## src/rtl/instr_fetch.sv

```systemverilog
// rtl/instr_fetch.sv - MIPS instruction fetch stage: PC, imem req/ack, decode valid/ready.
// Optional IFETCH_PERF_EN adds fetch and wait-cycle counters.
module instr_fetch #(
  parameter logic [31:0] RESET_PC = 32'h0000_0000
) (
  input  logic        clk,
  input  logic        reset,
  output logic        imem_req,
  output logic [31:0] imem_addr,
  input  logic        imem_ack,
  input  logic [31:0] imem_rdata,
  output logic        instr_valid,
  input  logic        instr_ready,
  output logic [31:0] instr,
  output logic [5:0]  opcode,
  output logic [31:0] pc,
  output logic [31:0] pc_plus4,
  input  logic        jump,
  input  logic        branch_taken,
  input  logic [15:0] branch_imm,
  input  logic [25:0] jump_index
`ifdef IFETCH_PERF_EN
  ,
  output logic [31:0] perf_fetched,
  output logic [31:0] perf_wait
`endif
);

  typedef enum logic [1:0] {
    BOOT  = 2'd0,
    FETCH = 2'd1,
    HOLD  = 2'd2
  } state_t;

  state_t      state_q, state_d;
  logic [31:0] pc_q, pc_d;
  logic        imem_req_q, imem_req_d;
  logic        instr_valid_q, instr_valid_d;
  logic [31:0] instr_q, instr_d;
  logic [31:0] next_pc;
  logic [31:0] branch_off;

  assign pc          = pc_q;
  assign pc_plus4    = pc_q + 32'd4;
  assign imem_addr   = pc_q;
  assign imem_req    = imem_req_q;
  assign instr_valid = instr_valid_q;
  assign instr       = instr_q;
  assign opcode      = instr_q[31:26];

  // Word offset scaled to bytes; the 32-bit add wraps naturally.
  assign branch_off = {{14{branch_imm[15]}}, branch_imm, 2'b00};

  always_comb begin
    next_pc = pc_plus4;
    if (jump) begin
      next_pc = {pc_plus4[31:28], jump_index, 2'b00};
    end else if (branch_taken) begin
      next_pc = pc_plus4 + branch_off;
    end
  end

  always_comb begin
    state_d       = state_q;
    pc_d          = pc_q;
    imem_req_d    = imem_req_q;
    instr_valid_d = instr_valid_q;
    instr_d       = instr_q;
    case (state_q)
      BOOT: begin
        state_d    = FETCH;
        imem_req_d = 1'b1;
      end
      FETCH: begin
        if (imem_ack) begin
          instr_d       = imem_rdata;
          instr_valid_d = 1'b1;
          imem_req_d    = 1'b0;
          state_d       = HOLD;
        end
      end
      HOLD: begin
        // Redirect inputs only matter on this accept cycle.
        if (instr_ready) begin
          pc_d          = next_pc;
          instr_valid_d = 1'b0;
          imem_req_d    = 1'b1;
          state_d       = FETCH;
        end
      end
      default: begin
        state_d       = BOOT;
        imem_req_d    = 1'b0;
        instr_valid_d = 1'b0;
      end
    endcase
  end

  always_ff @(posedge clk or posedge reset) begin
    if (reset) begin
      state_q       <= BOOT;
      pc_q          <= RESET_PC;
      imem_req_q    <= 1'b0;
      instr_valid_q <= 1'b0;
      instr_q       <= 32'h0000_0000;
    end else begin
      state_q       <= state_d;
      pc_q          <= pc_d;
      imem_req_q    <= imem_req_d;
      instr_valid_q <= instr_valid_d;
      instr_q       <= instr_d;
    end
  end

`ifdef IFETCH_PERF_EN
  logic [31:0] perf_fetched_q, perf_fetched_d;
  logic [31:0] perf_wait_q, perf_wait_d;

  assign perf_fetched = perf_fetched_q;
  assign perf_wait    = perf_wait_q;

  always_comb begin
    perf_fetched_d = perf_fetched_q;
    perf_wait_d    = perf_wait_q;
    if (imem_req_q && imem_ack) begin
      perf_fetched_d = perf_fetched_q + 32'd1;
    end
    if (imem_req_q && !imem_ack) begin
      perf_wait_d = perf_wait_q + 32'd1;
    end
  end

  always_ff @(posedge clk or posedge reset) begin
    if (reset) begin
      perf_fetched_q <= 32'h0000_0000;
      perf_wait_q    <= 32'h0000_0000;
    end else begin
      perf_fetched_q <= perf_fetched_d;
      perf_wait_q    <= perf_wait_d;
    end
  end
`endif

endmodule
```

## config.mk

```make
export PLATFORM = sky130hd
export DESIGN_NAME = instr_fetch
export DESIGN_NICKNAME = d
export VERILOG_FILES = /design/src/rtl/instr_fetch.sv
export SDC_FILE = /design/constraint.sdc
export NUM_CORES = 1
export LEC_CHECK = 0
export CORE_MARGIN = 2
export CORE_UTILIZATION = 40
export CTS_CLUSTER_SIZE = 8
export DETAILED_ROUTE_END_ITERATION = 16
export PLACE_DENSITY_LB_ADDON = 0.12
export RECOVER_POWER = 50
export SYNTH_ARGS = -nofsm -noshare
export SYNTH_HDL_FRONTEND = slang
export SYNTH_SLANG_ARGS = --single-unit
```

## constraint.sdc

```tcl
create_clock -name clk -period 3.2 [get_ports clk]
set_clock_uncertainty 0.2 [all_clocks]
set_input_delay 0.64 -clock clk [delete_from_list [all_inputs] [get_ports clk]]
set_output_delay 0.64 -clock clk [all_outputs]
set_load 0.005 [all_outputs]
```

# == Word-level counts from Yosys, hierarchy flattened ==
# Cells that the tools add are included.
# totals
reg_bits,68
output_inout_bits,136
input_bits,80
wordCells,28
# op_classes
muxes,11
reduce_logical,5
bitwise,1
n_addsub,2
eq_ne,4
# ops
cell,count
32-bit two-way mux,2
"32-bit by 3-bit adder with 32-bit output, second input constant",1
32-bit adder,1
1-bit one-hot mux with 3 select lines,2
2-bit one-hot mux with 3 select lines,1
2-bit AND reduction,3
1-bit two-way mux,4
2-bit two-way mux,2
"2-bit inequality test, second input constant",2
3-bit AND reduction,1
"2-bit by 1-bit equality test with 1-bit output, second input constant",1
"2-bit equality test, second input constant",1
2-bit zero test,1
1-bit inverter,1

# == Logic depth before layout (Yosys ltp) ==
# Gate-level depths: netlist of run 1.
# logic_depth
word_depth,4
mapped_depth,17
mapped_depth_nobuf,16

# == Least setup slack after synthesis of run 1 ==
# OpenSTA, ideal clock, no wires.
# synth_timing
path_type,register to register
startpoint,"register pc_q[11], in the netlist imem_addr[11]"
endpoint,"register pc_q[31], in the netlist imem_addr[31]"
path_buffers,1
path_slack_ns,-0.216
stages_incl_launch_ff,16
setup_ns,0.092
t_required_ns,2.908
synth_period_minus_slack_ns,3.416
t_arrival_ns,3.124
cell_sequence,dfrtp_1 > and4_4 > and4_4 > and4_4 > nand2_1 > xnor2_1 > ha_1 > clkbuf_1 > a21o_1 > a21o_1 > a21oi_1 > nand3b_1 > a21oi_1 > or3b_1 > and4_1 > o31ai_2
# synth_via
elab_chain_len,4
# synth_lines
element,line,text
start: declaration,36,"logic [31:0] pc_q, pc_d;"
start signal: assignment,108,pc_q <= pc_d;
32-bit by 3-bit adder with 32-bit output,44,assign pc_plus4 = pc_q + 32'd4;
named net pc_plus4[24],17,"output logic [31:0] pc_plus4,"
32-bit adder,59,next_pc = pc_plus4 + branch_off;
32-bit two-way mux,58,end else if (branch_taken) begin
32-bit two-way mux,56,if (jump) begin
# The timed path passes the listed nets, and every way through them passes these cells.
# A chain may end at the register's enable or synchronous reset.

# == Final worst setup path of run 1 ==
# layout_timing
startpoint,"register pc_q[2], in the netlist imem_addr[2]"
endpoint,"register pc_q[23], in the netlist imem_addr[23]"
# layout_via
elab_chain_len,4
# layout_lines
element,line
32-bit by 3-bit adder with 32-bit output *,44
32-bit adder,59
32-bit two-way mux *,58
32-bit two-way mux *,56
# Mark *: on every way between the ends. The rest lies on a longest branch, timed or not.

==> metrics.md, run 1 <==
| Metric | Value |
|---|---|
| Worst skew pair latency | between 0.3 and 0.4 ns |
| DRC violations left | 0 |
| Data arrival, critical path | ~3.6 ns |
| Final Cycle Share | 1.13 |
| Vias in the first global route | around 6.2k |
| Maximum operating frequency | 0.277 GHz |
| Width of the chip | 119 µm |
| Post-synthesis cell type with the largest combined area | sky130_fd_sc_hd__dfrtp_1 |
| Final core utilization | 0.749 |
| Total global-route track usage | 0.285 |
| Sw Share | 0.392 |
| Top-level port count | 216 |
| Final slew viol count | 66 |
| Most frequent cells in the layout | 172 x sky130_fd_sc_hd__clkdlybuf4s50_1, 167 x sky130_fd_sc_hd__buf_4, 66 x sky130_fd_sc_hd__nand2_1 |
| Die Y-Extent | 119 µm |
| Net switching power | 3.76 mW |
| Distinct cells, synth | 58 |
| Average wire per standard cell | 18.7 µm |
| Maximum vdd drop | 0.536 mV |
| Clock group share of total power | 0.102 |
| Most frequent standard cell in the layout excluding fill and tap cells | sky130_fd_sc_hd__clkdlybuf4s50_1 |
| P per Cell Area | 978 nW/µm² |
| FFs w/ async S/R, synth | 1.00 |
| Time the final worst path needs with I/O delays and setup | 3.61 ns |
| Wire length of the first global-routing pass | 31.8 mm |
| Total chip power | about 9.6 mW |
| Prevailing post-synth register cell | sky130_fd_sc_hd__dfrtp_1 |
| Number of buffer and inverter stages on the critical path | 2 |
| Average cell area after synthesis | 8.60 µm² |
| Core Area | 13100 µm² |
| Die outline area | 14200 µm² |
| Kind of end point of the critical path | flip-flop |
| Largest cells by area after synthesis | sky130_fd_sc_hd__dfrtp_1 31%, sky130_fd_sc_hd__ha_1 8.5%, sky130_fd_sc_hd__mux2_2 6.8%, sky130_fd_sc_hd__xnor2_1 6.3%, sky130_fd_sc_hd__buf_4 5.9% |
| Violated checks | capacitance limit, slew limit, setup timing |
| # hold bufs at CTS | 0 |
| Routability congestion estimate | 0.945 |
| Cell row count | 42 |
| CTS Root Buffer Type | sky130_fd_sc_hd__clkbuf_16 |
| Pre-CTS setup slack | -0.545 ns |
| Clk sinks | 65 |
| Share of synthesized area occupied by flip-flops and latches | 0.306 |
| Initial DRC Count | 284 |
| Yosys warning count | 0 |
| Post-Route WL | 21.4 mm |
| Max H-tree Level | 3 |
| # fillers | 898 |
| Final setup violation count | 20 |
| Final hold vios | 0 |
| Max incr delay on CP | 0.42 ns |
| Synthesis-stage register bit count | 65 |
| Post-detailed-placement half-perimeter wirelength | 15.0 mm |
| Worst Max-Slew Pin Slew | 1.74 ns |
| Largest net degree at the start of global routing | 66 |
| Buffers added on ports | 209 |
| Cell with the largest stage delay on the worst path | sky130_fd_sc_hd__dfrtp_1 |
| Number of flops mapped to enable cells by yosys | 0 |
| Nets | 1080 |
| Diode insertion count for antenna repair | 0 |
| Worst hold path class | flip-flop to flip-flop |
| Overflow left after global routing | 0 |
| Post-Synthesis Cells | between 600 and 700 |
| Post-route antenna net violation count | 0 |
| Reported max-cap violation count | 1 |
| Clock transition at the registers of the reported paths | 0.06 ns |
| Element type at the critical path start | flip-flop |
| Drt pass-1 iters | 5 |
| Via total after detailed routing | 6125 |
| Number of antenna violations at the first check in global routing | 0 |
| Tightest slew margin relative to the limit | -0.163 |
| Portion of synthesized cell area occupied by the leading cell type | 0.306 |
| Worst hold slack | 0.300 ns |
| Combinational fraction of design power | 0.734 |
| Slack of the critical path | -0.411 ns |
| Sequential share of power | 0.164 |
| Number of buffers between clock root and the deepest sink | 2 |
| Unrepaired setup endpoints after global routing | yes |
| Starting utilization of the core area | 0.406 |
| CP Data Required Time | 3.23 ns |
| Family of cells with the greatest summed delay on the critical path | compound AO/OA/AOI/OAI gates |
| Kind of critical path | flip-flop to flip-flop |
| Standby leakage power | 4.41 nW |
| Internal Pwr Total | 5.83 mW |
| TritonCTS clock tree | built |
| Total standard cell area after synthesis | about 5300 µm² |
| Mean number of vias per cell | between 5 and 6 |
| Run status | finished with violations |
| CP cell instances | ha_4 -> nand4_1 -> nor2_4 -> nand2_2 -> xnor2_2 -> ha_4 -> a21oi_4 -> nand2_1 -> a211o_2 -> o21ai_4 -> buf_4 -> a211oi_1 -> buf_4 -> xnor2_2 -> a211oi_2 -> a21oi_1 -> o21ai_1 |
| Fraction of layout cells with a size suffix above 1 | 0.377 |
| Layout area overhead | 84.7% |
| Number of buffers created by CTS | 9 |
| Crit-path max FO | 4 |
-- path summary, 6_finish.rpt --
check	from	end	slack [ns]	cells past startpoint
min reg2reg	instr[18]$_DFFE_PP0P_	instr[18]$_DFFE_PP0P_	0.30	1
max reg2reg	imem_addr[2]$_DFFE_PP0P_	imem_addr[23]$_DFFE_PP0P_	-0.41	17
min in group asynchronous	reset	instr[30]$_DFFE_PP0P_	1.17	3
max in group asynchronous	reset	imem_addr[12]$_DFFE_PP0P_	0.49	3
min	instr[18]$_DFFE_PP0P_	instr[18]$_DFFE_PP0P_	0.30	1
max	imem_addr[2]$_DFFE_PP0P_	imem_addr[23]$_DFFE_PP0P_	-0.41	17
-- metrics by stage --
stage          cell area (µm²)  setup TNS, ns  instances
3_3_place_gp              8490          -6.72       1088
6_report                  9800          -5.06       1144
2_1_floorplan             5470         -0.147        622
3_5_place_dp              8490          -7.91       1088
4_1_cts                   9350          -2.57       1127
5_1_grt                   9800          -8.14       1144
-- power groups by stage --
stage                     clock network (mW)  logic (mW)  registers, mW
final                                  0.977        7.04           1.57
after floorplan                            0        2.71           1.66
after CTS                              0.992        6.50           1.56
after global routing                    1.03        7.54           1.62
after global placement                     0        5.89           1.51
after detailed placement                   0        5.94           1.55
-- Yosys cell counts (4+ instances only) --
library cell               instances
sky130_fd_sc_hd__o211ai_1          9
sky130_fd_sc_hd__xnor2_1          38
sky130_fd_sc_hd__ha_1             36
sky130_fd_sc_hd__dfrtp_1          65
sky130_fd_sc_hd__mux2i_1           5
sky130_fd_sc_hd__mux2_2           32
sky130_fd_sc_hd__xor2_1           12
sky130_fd_sc_hd__nand3_1          20
sky130_fd_sc_hd__o21ai_0          48
sky130_fd_sc_hd__nor3_1            6
sky130_fd_sc_hd__nand2_1          69
sky130_fd_sc_hd__buf_4            42
sky130_fd_sc_hd__a21boi_0          4
sky130_fd_sc_hd__o21bai_1          6
sky130_fd_sc_hd__clkbuf_1         21
sky130_fd_sc_hd__nor2_1           41
sky130_fd_sc_hd__a211oi_1          8
sky130_fd_sc_hd__a21oi_1          46
sky130_fd_sc_hd__inv_1            12
sky130_fd_sc_hd__nand2b_1          5
sky130_fd_sc_hd__a31oi_1           5
sky130_fd_sc_hd__a21o_1           13
sky130_fd_sc_hd__nand4_1          11
sky130_fd_sc_hd__and3_1            8
sky130_fd_sc_hd__and2_1            4
-- metal layers --
layer	share of wire	track usage	wire, µm
met1	0.40	0.349	8660
met2	0.50	0.492	10700
met3	0.069	0.0666	1480
met4	0.028	0.0997	603
met5	0	0	0
-- area by class of cell --
cell class,instances,area [µm²],area share
clock buffers,10,239,0.0244
repair buffers,395,3550,0.362
inverters,13,48.8,0.00498
clock inverters,6,47.5,0.00485
multi-input cells,479,4070,0.415
flip-flops and latches,65,1630,0.166
well taps,176,220,0.0225
-- sequential cells by signal, indices dropped and copies added (netlist names) --
| signal | count |
|---|---|
| instr_valid | 1 |
| state_q | 2 |
| imem_addr | 30 |
| instr | 32 |
-- repair_timing --
item,CTS,global route
endpoints found under the setup margin,36,42
endpoints found under the hold margin,0,0
pin swaps,62,44
setup buffers,23,17
gates cloned,0,0
gates resized for setup,109,83
-- kinds of logic (layout without fill, tap and decap cells) --
family	after synthesis	after routing	synth area share
compound gates	168	168	0.198
xor+xnor	50	50	0.0825
fa+ha+maj	37	37	0.0886
buf+inv	78	424	0.0848
flops	65	65	0.306
mux	38	38	0.0794
other cells	1	6	0.000706
simple gates	180	180	0.159
Note: power is estimated with default switching activity, not from simulation.
==> run 2: changes to the inputs <==
==> constraint.sdc (replaced) <==
create_clock -name clk -period 3.2 [get_ports clk]
set_clock_uncertainty 0.2 [all_clocks]
set_input_delay 0.48 -clock clk [delete_from_list [all_inputs] [get_ports clk]]
set_output_delay 0.48 -clock clk [all_outputs]
set_load 0.005 [all_outputs]
==> metrics.md, run 2 (synthesized netlist as in run 1, its figures left out) <==
| Metric | Value |
|---|---|
| Via total after detailed routing | between 6k and 7k |
| Layout area overhead | 80.1% |
| Most frequent standard cell in the layout excluding fill and tap cells | sky130_fd_sc_hd__clkdlybuf4s50_1 |
| Slack of the critical path | -0.327 ns |
| Largest net degree at the start of global routing | 37 |
| Number of antenna violations at the first check in global routing | 0 |
| Setup TNS | -3.30 ns |
| Post-Route WL | 21.2 mm |
| Top-level port count | 216 |
| Width of the chip | 119 µm |
| Fraction of layout cells with a size suffix above 1 | 0.348 |
| # fillers | ~960 |
| Maximum operating frequency | approximately 0.28 GHz |
| Sw Share | 0.390 |
| Mean number of vias per cell | 5.38 |
| Max H-tree Level | 3 |
| Element type at the critical path start | flip-flop |
| Most frequent cells in the layout | 183 x sky130_fd_sc_hd__clkdlybuf4s50_1, 159 x sky130_fd_sc_hd__buf_4, 66 x sky130_fd_sc_hd__nand2_1 |
| Overflow left after global routing | 0 |
| Clock group share of total power | 0.111 |
| Core Area | 13100 µm² |
| Run status | finished with violations |
| Worst Max-Slew Pin Slew | 1.27 ns |
| P per Cell Area | slightly below 1000 nW/µm² |
| Final setup violation count | 22 |
| Cell row count | 42 |
| Kind of critical path | flip-flop to flip-flop |
| Final hold vios | 0 |
| DRC violations left | 0 |
| Initial DRC Count | 293 |
| TritonCTS clock tree | built |
| Wire length of the first global-routing pass | 32.7 mm |
| Post-detailed-placement half-perimeter wirelength | 15.5 mm |
| Net switching power | approximately 3.7 mW |
| Final Cycle Share | 1.10 |
| Violated checks | setup timing |
| Nets | 1064 |
| Kind of end point of the critical path | flip-flop |
| Routability congestion estimate | 0.988 |
| Vias in the first global route | roughly 6.3k |
| Die Y-Extent | about 120 µm |
| Unrepaired setup endpoints after global routing | yes |
| Number of buffers between clock root and the deepest sink | 2 |
| Combinational fraction of design power | 0.724 |
| Cells on worst reg2reg path | 15 |
| Total chip power | 9.42 mW |
| Diode insertion count for antenna repair | 0 |
| Final slew viol count | 0 |
| Average wire per standard cell | 18.8 µm |
| Die outline area | 14200 µm² |
| Sequential share of power | 0.165 |
| Number of buffers created by CTS | 9 |
| Starting utilization of the core area | 0.406 |
| Worst hold path class | flip-flop to flip-flop |
| CP Data Required Time | 3.24 ns |
| Time the final worst path needs with I/O delays and setup | 3.53 ns |
| Drt pass-1 iters | 4 |
| # hold bufs at CTS | 0 |
| Worst hold slack | slightly below 0.3 ns |
| Maximum vdd drop | 0.529 mV |
| Internal Pwr Total | approximately 5.7 mW |
| Total global-route track usage | 0.293 |
| Worst skew pair latency | 0.34 ns |
| Clk sinks | 65 |
| Reported max-cap violation count | 0 |
| Data arrival, critical path | 3.57 ns |
| CTS Root Buffer Type | sky130_fd_sc_hd__clkbuf_16 |
| Tightest slew margin relative to the limit | 0.156 |
| Crit-path max FO | 6 |
| Standby leakage power | between 4 and 5 nW |
| Worst hold path cell count | 1 |
| Post-route antenna net violation count | 0 |
| Clock transition at the registers of the reported paths | 0.06 ns |
| Buffers added on ports | 209 |
| Max reg flops | 32 |
run 2: cell count changes in the layout (fill, tap and decap cells not counted), moves of 4 or more:
cell / previous run / this run
sky130_fd_sc_hd__buf_6: 18 / 7
sky130_fd_sc_hd__clkdlybuf4s50_1: 172 / 183
sky130_fd_sc_hd__buf_4: 167 / 159
sky130_fd_sc_hd__ha_2: 0 / 7
sky130_fd_sc_hd__xnor2_2: 21 / 15
sky130_fd_sc_hd__dlygate4sd2_1: 6 / 1
sky130_fd_sc_hd__a21oi_2: 13 / 17
sky130_fd_sc_hd__ha_1: 25 / 21
sky130_fd_sc_hd__xnor2_1: 15 / 19
run 2: routing by layer:
| layer | vias to the layer above | wire (µm) | GRT usage | share of wire |
|---|---|---|---|---|
| met4 | 0 | 550 | 0.103 | 0.026 |
| li1 | 2816 | - | - | - |
| met3 | 43 | 1370 | 0.0709 | 0.065 |
| met2 | 250 | 10700 | 0.498 | 0.51 |
| met5 | - | 0 | 0 | 0 |
| met1 | 2955 | 8490 | 0.362 | 0.40 |
run 2: final timing paths:
kind	slack [ns]	to	start
worst max-delay path	-0.33	imem_addr[31]$_DFFE_PP0P_	imem_addr[2]$_DFFE_PP0P_
worst min-delay path	0.30	instr[10]$_DFFE_PP0P_	instr[10]$_DFFE_PP0P_
worst max register to register	-0.33	imem_addr[31]$_DFFE_PP0P_	imem_addr[2]$_DFFE_PP0P_
worst min register to register	0.30	instr[10]$_DFFE_PP0P_	instr[10]$_DFFE_PP0P_
max in group asynchronous	0.37	imem_addr[3]$_DFFE_PP0P_	reset
min in group asynchronous	0.76	instr[24]$_DFFE_PP0P_	reset
run 2: power by group through the flow:
stage	registers (mW)	logic, mW	clock network, mW
after floorplan	1.66	2.71	0
after global placement	1.51	5.83	0
after detailed placement	1.54	5.90	0
after CTS	1.55	6.49	1.06
after global routing	1.61	7.29	1.10
final	1.55	6.82	1.05
run 2: timing repair:
action	in CTS	in global routing
endpoints found under the setup margin	27	34
setup buffers	23	10
pin swaps	43	31
resized for setup	89	52
run 2: cell type report:
cell class              count  area, µm²  share of cell area
clock inverters             7       83.8             0.00877
clock buffers               9        225              0.0236
inverters                  13       48.8             0.00510
multi-input cells         479       3950               0.413
well taps                 176        220              0.0230
repair buffers            379       3400               0.356
flip-flops and latches     65       1630               0.171
run 2: stage by stage:
stage	cell area (µm²)	instances	util	setup WS [ns]
final	9560	1128	0.731	-0.327
after CTS	9290	1118	0.710	-0.272
after global routing	9560	1128	0.731	-0.472
after global placement	8430	1079	0.644	-0.337
after floorplan	5470	622	-	-0.0815
after detailed placement	8430	1079	0.644	-0.410
run 2: critical path: stages (launching register included):
cell and delay (ns):
sky130_fd_sc_hd__dfrtp_1 0.42, sky130_fd_sc_hd__and3_4 0.23, sky130_fd_sc_hd__nand3_4 0.10, sky130_fd_sc_hd__nor2_4 0.22, sky130_fd_sc_hd__nand4_1 0.18, sky130_fd_sc_hd__xnor2_2 0.22
sky130_fd_sc_hd__ha_1 0.33, sky130_fd_sc_hd__nand2_2 0.07, sky130_fd_sc_hd__o21ai_2 0.15, sky130_fd_sc_hd__a311o_1 0.19, sky130_fd_sc_hd__a31oi_2 0.07, sky130_fd_sc_hd__a21oi_2 0.18
sky130_fd_sc_hd__a21oi_2 0.10, sky130_fd_sc_hd__or3b_1 0.38, sky130_fd_sc_hd__and4_1 0.20, sky130_fd_sc_hd__o31ai_2 0.19
